<file path="src/rtl/poly_eval_pkg.sv">
// poly_eval_pkg
//   Shared definitions for the Horner polynomial evaluator:
//   - state_t    : evaluator FSM states (IDLE, CALC, DONE)
//   - addr_width : width of the coefficient index for a file of 'depth' words
package poly_eval_pkg;

    typedef enum logic [1:0] {
        IDLE = 2'd0,
        CALC = 2'd1,
        DONE = 2'd2
    } state_t;

    // Same value as clog2(depth), but never less than 1 so that a
    // two-word file (DEGREE=1) still gets a real address bit.
    function automatic int addr_width(input int depth);
        int w;
        w = 1;
        while ((1 << w) < depth) begin
            w = w + 1;
        end
        return w;
    endfunction

endpackage

</file>
<file path="src/rtl/poly_eval_horner_mul_add.sv">
// mul_add
//   Combinational Horner step: result = acc * x + c, reduced to WORD_LENGTH.
//   The exact result is formed at full width, so overflow is detected exactly.
//   Optional feature macro: POLY_SATURATE_EN
//     defined   - an overflowing step clamps to 2^WORD_LENGTH-1
//     undefined - an overflowing step keeps the low WORD_LENGTH bits
// Ports:
//   acc      in  WORD_LENGTH  running accumulator
//   x        in  WORD_LENGTH  operand x
//   c        in  WORD_LENGTH  coefficient added in this step
//   result   out WORD_LENGTH  reduced step result
//   overflow out 1            exact result does not fit in WORD_LENGTH bits
module mul_add #(
    parameter int WORD_LENGTH = 8
) (
    input  logic [WORD_LENGTH-1:0] acc,
    input  logic [WORD_LENGTH-1:0] x,
    input  logic [WORD_LENGTH-1:0] c,
    output logic [WORD_LENGTH-1:0] result,
    output logic                   overflow
);

    logic [2*WORD_LENGTH-1:0] product;
    logic [2*WORD_LENGTH:0]   sum;

    always_comb begin
        product  = acc * x;
        // One extra bit keeps the carry of product + c.
        sum      = {1'b0, product} + {{(WORD_LENGTH + 1){1'b0}}, c};
        overflow = |sum[2*WORD_LENGTH:WORD_LENGTH];
`ifdef POLY_SATURATE_EN
        result   = overflow ? {WORD_LENGTH{1'b1}} : sum[WORD_LENGTH-1:0];
`else
        result   = sum[WORD_LENGTH-1:0];
`endif
    end

endmodule

</file>
<file path="src/rtl/poly_eval_horner.sv">
// poly_eval_horner
//   Evaluates y = c0 + c1*x + ... + cN*x^N with Horner's method on one shared
//   multiply-add step. The FSM sequences it, and the coefficients sit in a
//   small register file that can be written while idle.
//   Optional feature macro: POLY_SATURATE_EN (saturate instead of wrap, see mul_add).
// Ports:
//   clk        in  1            clock, rising edge
//   reset      in  1            synchronous active-low reset
//   start      in  1            request an evaluation (accepted only in IDLE)
//   x_input    in  WORD_LENGTH  operand x, captured when start is accepted
//   coef_we    in  1            coefficient write strobe
//   coef_addr  in  AW           coefficient index
//   coef_data  in  WORD_LENGTH  coefficient value
//   busy       out 1            evaluation in progress
//   done       out 1            one-cycle pulse when y_output/error update
//   error      out 1            overflow seen during last completed evaluation
//   y_output   out WORD_LENGTH  result of last completed evaluation
//
// state | meaning
// IDLE  | waiting for start; coefficient writes allowed
// CALC  | one Horner step per cycle, DEGREE cycles in total
// DONE  | publish acc/err_acc to y_output/error and pulse done
module poly_eval_horner
    import poly_eval_pkg::*;
#(
    parameter int WORD_LENGTH = 8,
    parameter int DEGREE      = 2,
    localparam int AW         = addr_width(DEGREE + 1)
) (
    input  logic                   clk,
    input  logic                   reset,
    input  logic                   start,
    input  logic [WORD_LENGTH-1:0] x_input,
    input  logic                   coef_we,
    input  logic [AW-1:0]          coef_addr,
    input  logic [WORD_LENGTH-1:0] coef_data,
    output logic                   busy,
    output logic                   done,
    output logic                   error,
    output logic [WORD_LENGTH-1:0] y_output
);

    state_t                 state;
    state_t                 state_next;

    logic [WORD_LENGTH-1:0] coef [DEGREE+1];
    logic [WORD_LENGTH-1:0] acc;
    logic [WORD_LENGTH-1:0] x_reg;
    logic [AW-1:0]          idx;
    logic                   err_acc;

    logic [WORD_LENGTH-1:0] step_result;
    logic                   step_overflow;
    logic                   accept_start;
    logic                   coef_wr_ok;

    mul_add #(
        .WORD_LENGTH (WORD_LENGTH)
    ) u_mul_add (
        .acc      (acc),
        .x        (x_reg),
        .c        (coef[idx]),
        .result   (step_result),
        .overflow (step_overflow)
    );

    // start wins over a same-cycle coefficient write; out-of-range
    // addresses are dropped.
    assign accept_start = (state == IDLE) && start;
    assign coef_wr_ok   = (state == IDLE) && !start && coef_we
                          && (int'(coef_addr) <= DEGREE);
    assign busy         = (state != IDLE);

    always_ff @(posedge clk) begin
        if (!reset) begin
            state <= IDLE;
        end else begin
            state <= state_next;
        end
    end

    always_comb begin
        state_next = state;
        case (state)
            IDLE: begin
                if (start) begin
                    state_next = CALC;
                end
            end
            CALC: begin
                if (idx == '0) begin
                    state_next = DONE;
                end
            end
            DONE: begin
                state_next = IDLE;
            end
            default: begin
                state_next = IDLE;
            end
        endcase
    end

    always_ff @(posedge clk) begin
        if (!reset) begin
            for (int i = 0; i <= DEGREE; i++) begin
                coef[i] <= '0;
            end
        end else if (coef_wr_ok) begin
            coef[coef_addr] <= coef_data;
        end
    end

    always_ff @(posedge clk) begin
        if (!reset) begin
            acc      <= '0;
            x_reg    <= '0;
            idx      <= '0;
            err_acc  <= 1'b0;
            y_output <= '0;
            error    <= 1'b0;
            done     <= 1'b0;
        end else begin
            done <= 1'b0;
            case (state)
                IDLE: begin
                    if (accept_start) begin
                        x_reg   <= x_input;
                        acc     <= coef[DEGREE];
                        idx     <= AW'(DEGREE - 1);
                        err_acc <= 1'b0;
                    end
                end
                CALC: begin
                    acc     <= step_result;
                    err_acc <= err_acc | step_overflow;
                    idx     <= idx - 1'b1;
                end
                DONE: begin
                    y_output <= acc;
                    error    <= err_acc;
                    done     <= 1'b1;
                end
                default: begin
                end
            endcase
        end
    end

endmodule

</file>
<file path="config.mk">
export PLATFORM = sky130hd
export DESIGN_NAME = poly_eval_horner
export DESIGN_NICKNAME = d
export VERILOG_FILES = /design/src/rtl/poly_eval_pkg.sv /design/src/rtl/poly_eval_horner_mul_add.sv /design/src/rtl/poly_eval_horner.sv
export SDC_FILE = /design/constraint.sdc
export NUM_CORES = 1
export LEC_CHECK = 0
export CORE_MARGIN = 4
export CORE_UTILIZATION = 40
export DETAILED_ROUTE_END_ITERATION = 7
export PLACE_DENSITY_LB_ADDON = 0.05
export SLEW_MARGIN = 20
export SYNTH_ARGS = -nofsm -noshare
export SYNTH_HDL_FRONTEND = slang
export SYNTH_SLANG_ARGS = --single-unit
</file>
<file path="constraint.sdc">
create_clock -name clk -period 5 [get_ports clk]
set_clock_uncertainty 0.15 [all_clocks]
set_input_delay 0.5 -clock clk [delete_from_list [all_inputs] [get_ports clk]]
set_output_delay 0.5 -clock clk [all_outputs]
set_load 0.05 [all_outputs]
</file>
[After elaboration in Yosys (flattened, before gate mapping)]
Memory sizes are Yosys's and may differ from the RTL's. A register that Yosys moved wholly into a read port is not among the register bits.
Cells that the tools add are included.
Cells by class
  add/subtract/negate cells: 2
  multipliers: 1
  order comparisons: 1
  equality and inequality tests: 5
  mux-type cells: 19
  bitwise logic cells: 1
  reductions and logical operators: 14
Operators by type and width (count)
  16-bit by 8-bit adder with 17-bit output: 1
  8-bit by 8-bit multiplier with 16-bit output: 1
  8-bit 2-to-1 mux: 2
  8-bit case mux with 2 select lines: 1
  2-bit 2-to-1 mux: 6
  9-bit OR reduction: 1
  2-bit case mux with 2 select lines: 2
  8-bit OR reduction: 1
  1-bit 2-to-1 mux: 7
  2-bit inequality test (second input constant): 3
  2-bit AND reduction: 3
  1-bit logical AND: 4
  2-bit logical NOT: 2
  2-bit nonzero test: 2
  2-bit by 1-bit == test with 1-bit output (second input constant): 1
  2-bit == test (second input constant): 1
  2-bit <= comparator (second input constant): 1
  1-bit case mux with 2 select lines: 1
  2-bit by 1-bit subtractor with 2-bit output (second input constant): 1
  1-bit logical NOT: 1
  1-bit OR: 1
Word-level totals
  flip-flop bits (word level): 31
  RAM bits: 24
  input bits: 22
  output and inout port bits: 11
  logic and storage cells: 52
  memories kept: 1
Memory list
  coef: depth 3, width 8, rd ports 2, clocked after Yosys merged registers in 1, wr ports 3, line poly_eval_horner.sv:46  | logic [WORD_LENGTH-1:0] coef [DEGREE+1];

[Depth between registers and ports, before layout]
  depth in word-level cells: 9
  gate-level depth with buffers: 19

[Cells and area by module]
From an unflattened synthesis, not the netlist that was laid out.
Second synthesis, totals
  cells, all modules: 526
  area total of the unflattened synthesis: 5114.9 um^2
By module, submodules not included
  poly_eval_horner: times used 1, cells an instance 227, area an instance 2637.5 um^2, seq. area each 1621.6 um^2
  mul_add: times used 1, cells an instance 299, area an instance 2477.4 um^2, seq. area each 0.0 um^2

[Worst setup path before layout]
OpenSTA, ideal clock, no wires.
  path kind: register to register
  from: register with a tool-made name
  to: register err_acc
  library setup time: 0.131 ns
  data arrival time: 4.900 ns
  path slack: -0.181 ns
  cell stages (with the launch flop): 16
  buffers on the path: 1
  clock period less this slack: 5.181 ns
  cells stage by stage: dfxtp_1 -> clkbuf_1 -> mux4_2 -> fa_1 -> fa_1 -> inv_1 -> fa_1 -> fa_1 -> inv_1 -> ha_1 -> o21a_1 -> o31a_1 -> o31a_1 -> or4_1 -> a32oi_1 -> a31oi_1
RTL lines
  end signal: assignment: line poly_eval_horner.sv:136  | err_acc <= err_acc | step_overflow;
  end: declaration: line poly_eval_horner.sv:50  | logic err_acc;

==> results.yml <==
run_status:
  status: "complete, no violations"
detailed_routing:
  drc: 0
  num_vias: 3767
  via_per_inst: 4.963
  drt_wl_total_mm: 12.29
  wire_per_inst_um: 16.20
  drt.antenna.violating_nets: 0
  first_pass_iters: 4
  drt_first_iter_violations: 209
placement:
  dp_hpwl_mm: 9.699
  place_inst: 743
  gp_congestion: 0.8921
  io_buffers: 32
  pre_cts_ws_ns: -0.004412
logic_synthesis:
  synthDistinctLibCells: 50
  async_flop_share_pct: 0
  synth_ff_type: "dfxtp_1"
  synth.top_cell.area_share_pct: 18.80
  synth_common_cells: "93 x nand2_1, 80 x inv_1, 49 x and2_1"
  netlist_area_um2: 5111
  yosysTopAreaCell: "edfxtp_1"
  ys_seq_elements: 65
  syn_inst: 534
  synth-edff-count: 32
  syn_avg_cell_area_um2: 9.571
  ys_warn_count: 0
  synth.most_common_cell: "nand2_1"
  synth_area_leaders: "edfxtp_1 19%, fa_1 17%, dfxtp_1 13%"
  ys_seq_area_share_pct: 31.73
power:
  pwr-share-clk_pct: 38.7
  power.internal_mw: 1.148
  ir_worst_vdd_v: 0.0002371
  power_mw: 1.613
  cellPowerDensity_nw_per_um2: 263.6
  p_leak_nw: 2.648
  switchingPower_mw: 0.4652
  pwr-share-comb_pct: 22.2
  swShare_pct: 28.84
  pwr-share-seq_pct: 39.1
sta:
  fmax_mhz: 207.4
  slew_headroom_pct: 52.44
  hold_violations: 0
  finalMaxSlewViolations: 0
  fin_crit_ns: 4.822
  finalCritPeriodShare_pct: 96.43
  rsz0062_at_grt: "false"
  timing.final.ws_setup_ns: 0.1784
  tns_ns: 0
  finalSetupViolCount: 0
  worstMarginPinSlew_ns: 0.7119
global_route:
  antenna_found_initial: 0
  overflow: 0
  grt_pass1_wl_mm: 20.18
  grt_use_total_pct: 18.01
  grt_max_degree: 36
  grt_pass1_vias: 3875
cts:
  cts_buffer_depth: 2
  cts_buffers: 9
  clk_pin_slew_worst_paths_ns: 0.06
  htreeDepth: 3
  cts.sinks: 65
  cts_tree: "yes"
  cts_setup_buffers: 0
  clockRootBuffer: "clkbuf_16"
  clk_latency_ns: 0.34
die:
  std_cell_rows: 41
  start_util_pct: 40.67
  die_x_um: 121.0
  die-area_um2: 14650
  die_h_um: 121.0
  core_um2: 12570
  ioPinCount: 33
worst_setup_path:
  required_ns: 5.06
  start_kind: "flop"
  worstSetupPathType: "flop to flop"
  cp.arrival_ns: 4.89
  cp-end-kind: "flop"
  cp_max_fo: 4
final_layout:
  layout.cells.non_filler: 759
  post-route-util_pct: 48.68
  antenna_cells: 0
  largest_reg_flops: 32
  drive_above_1_share_pct: 10.39
  nNetsFinal: 689
  largest_register: "coef"
  syn_to_final_growth_pct: 19.71
run:
  cap_violations: 0
min_path:
  hp-class: "flop to flop"
==> cell families after synthesis <==
logic type	Yosys count	share of synthesized area [%]
adders and majority gates	85	27.27
other	1	0.07337
AOI/OAI and AO/OA	76	10.58
buffers and inverters	108	7.956
DFF	65	31.73
and+or+nand+nor	189	18.51
xor gates and xnor gates	1	0.1714
muxes	9	3.721
==> power groups by stage <==
stage / combinational (mW) / sequential (mW) / clock, mW
6_report: 0.358 / 0.630 / 0.625
5_1_grt: 0.408 / 0.635 / 0.667
4_1_cts: 0.349 / 0.631 / 0.640
3_5_place_dp: 0.346 / 0.641 / 0
3_3_place_gp: 0.345 / 0.641 / 0
2_1_floorplan: 0.245 / 0.614 / 0
==> area by class of cell <==
| class | count | area, µm² |
|---|---|---|
| tap | 172 | 215.2 |
| inverter | 80 | 300.3 |
| clock buffer | 14 | 285.3 |
| sequential | 65 | 1628 |
| timing repair buffer | 58 | 519.2 |
| clock inverter | 2 | 10.01 |
| multi-input combinational | 368 | 3161 |
| fill | 1226 | 6450 |
==> cell usage in the layout, fill, tap and decap left out, types with 10 or more instances in the layout <==
| cell | netlist | routed |
|---|---|---|
| a21boi_0 | 21 | 21 |
| a21oi_1 | 10 | 10 |
| and2_1 | 49 | 49 |
| buf_4 | 0 | 25 |
| clkbuf_16 | 0 | 10 |
| clkdlybuf4s50_1 | 0 | 32 |
| dfxtp_1 | 33 | 30 |
| edfxtp_1 | 32 | 32 |
| fa_1 | 44 | 44 |
| ha_1 | 41 | 38 |
| inv_1 | 80 | 78 |
| nand2_1 | 93 | 93 |
| nor2_1 | 11 | 11 |
==> critical path, cell delays in order (launching register included) <==
cell	delay (ns)
dfxtp_4	0.37
buf_6	0.12
mux4_2	0.52
fa_1	0.45
ha_1	0.31
ha_1	0.28
inv_1	0.05
fa_1	0.53
inv_1	0.04
ha_1	0.22
inv_1	0.08
fa_1	0.23
nor2b_4	0.06
o31a_1	0.25
o31a_1	0.32
or4_1	0.40
a32oi_1	0.19
a31oi_1	0.10
==> timing repair <==
action,in CTS,in global routing
gates resized for setup,1,13
endpoints found under the setup margin,1,1
hold buffers,0,0
cloned,0,0
pin swaps,0,9
==> path summary, 6_finish.rpt <==
| path | depth (start not counted) | slack, ns | end | startpoint |
|---|---|---|---|---|
| worst max-delay path | 17 | 0.18 | err_acc | flop |
| worst min-delay path | 2 | 0.31 | y_output[4] | y_output[4] |
| worst max register to register | 17 | 0.18 | err_acc | flop |
| worst min register to register | 2 | 0.31 | y_output[4] | y_output[4] |
==> routing by layer <==
layer	vias to the layer above	GRT usage, %	wire (µm)
li1	1839	-	-
met1	1851	22.58	5408
met2	61	31.19	6193
met3	16	2.984	399
met4	0	6.657	293
met5	-	0	0
==> stage by stage <==
step	hold slack, ns	area (µm²)
global route	0.3390	6118
finish	0.3104	6118
global placement	0.2996	5762
floorplan	0.3035	5139
CTS	0.3154	6058
detailed placement	0.3079	5762
No activity file was read; power rests on OpenSTA's default activity.
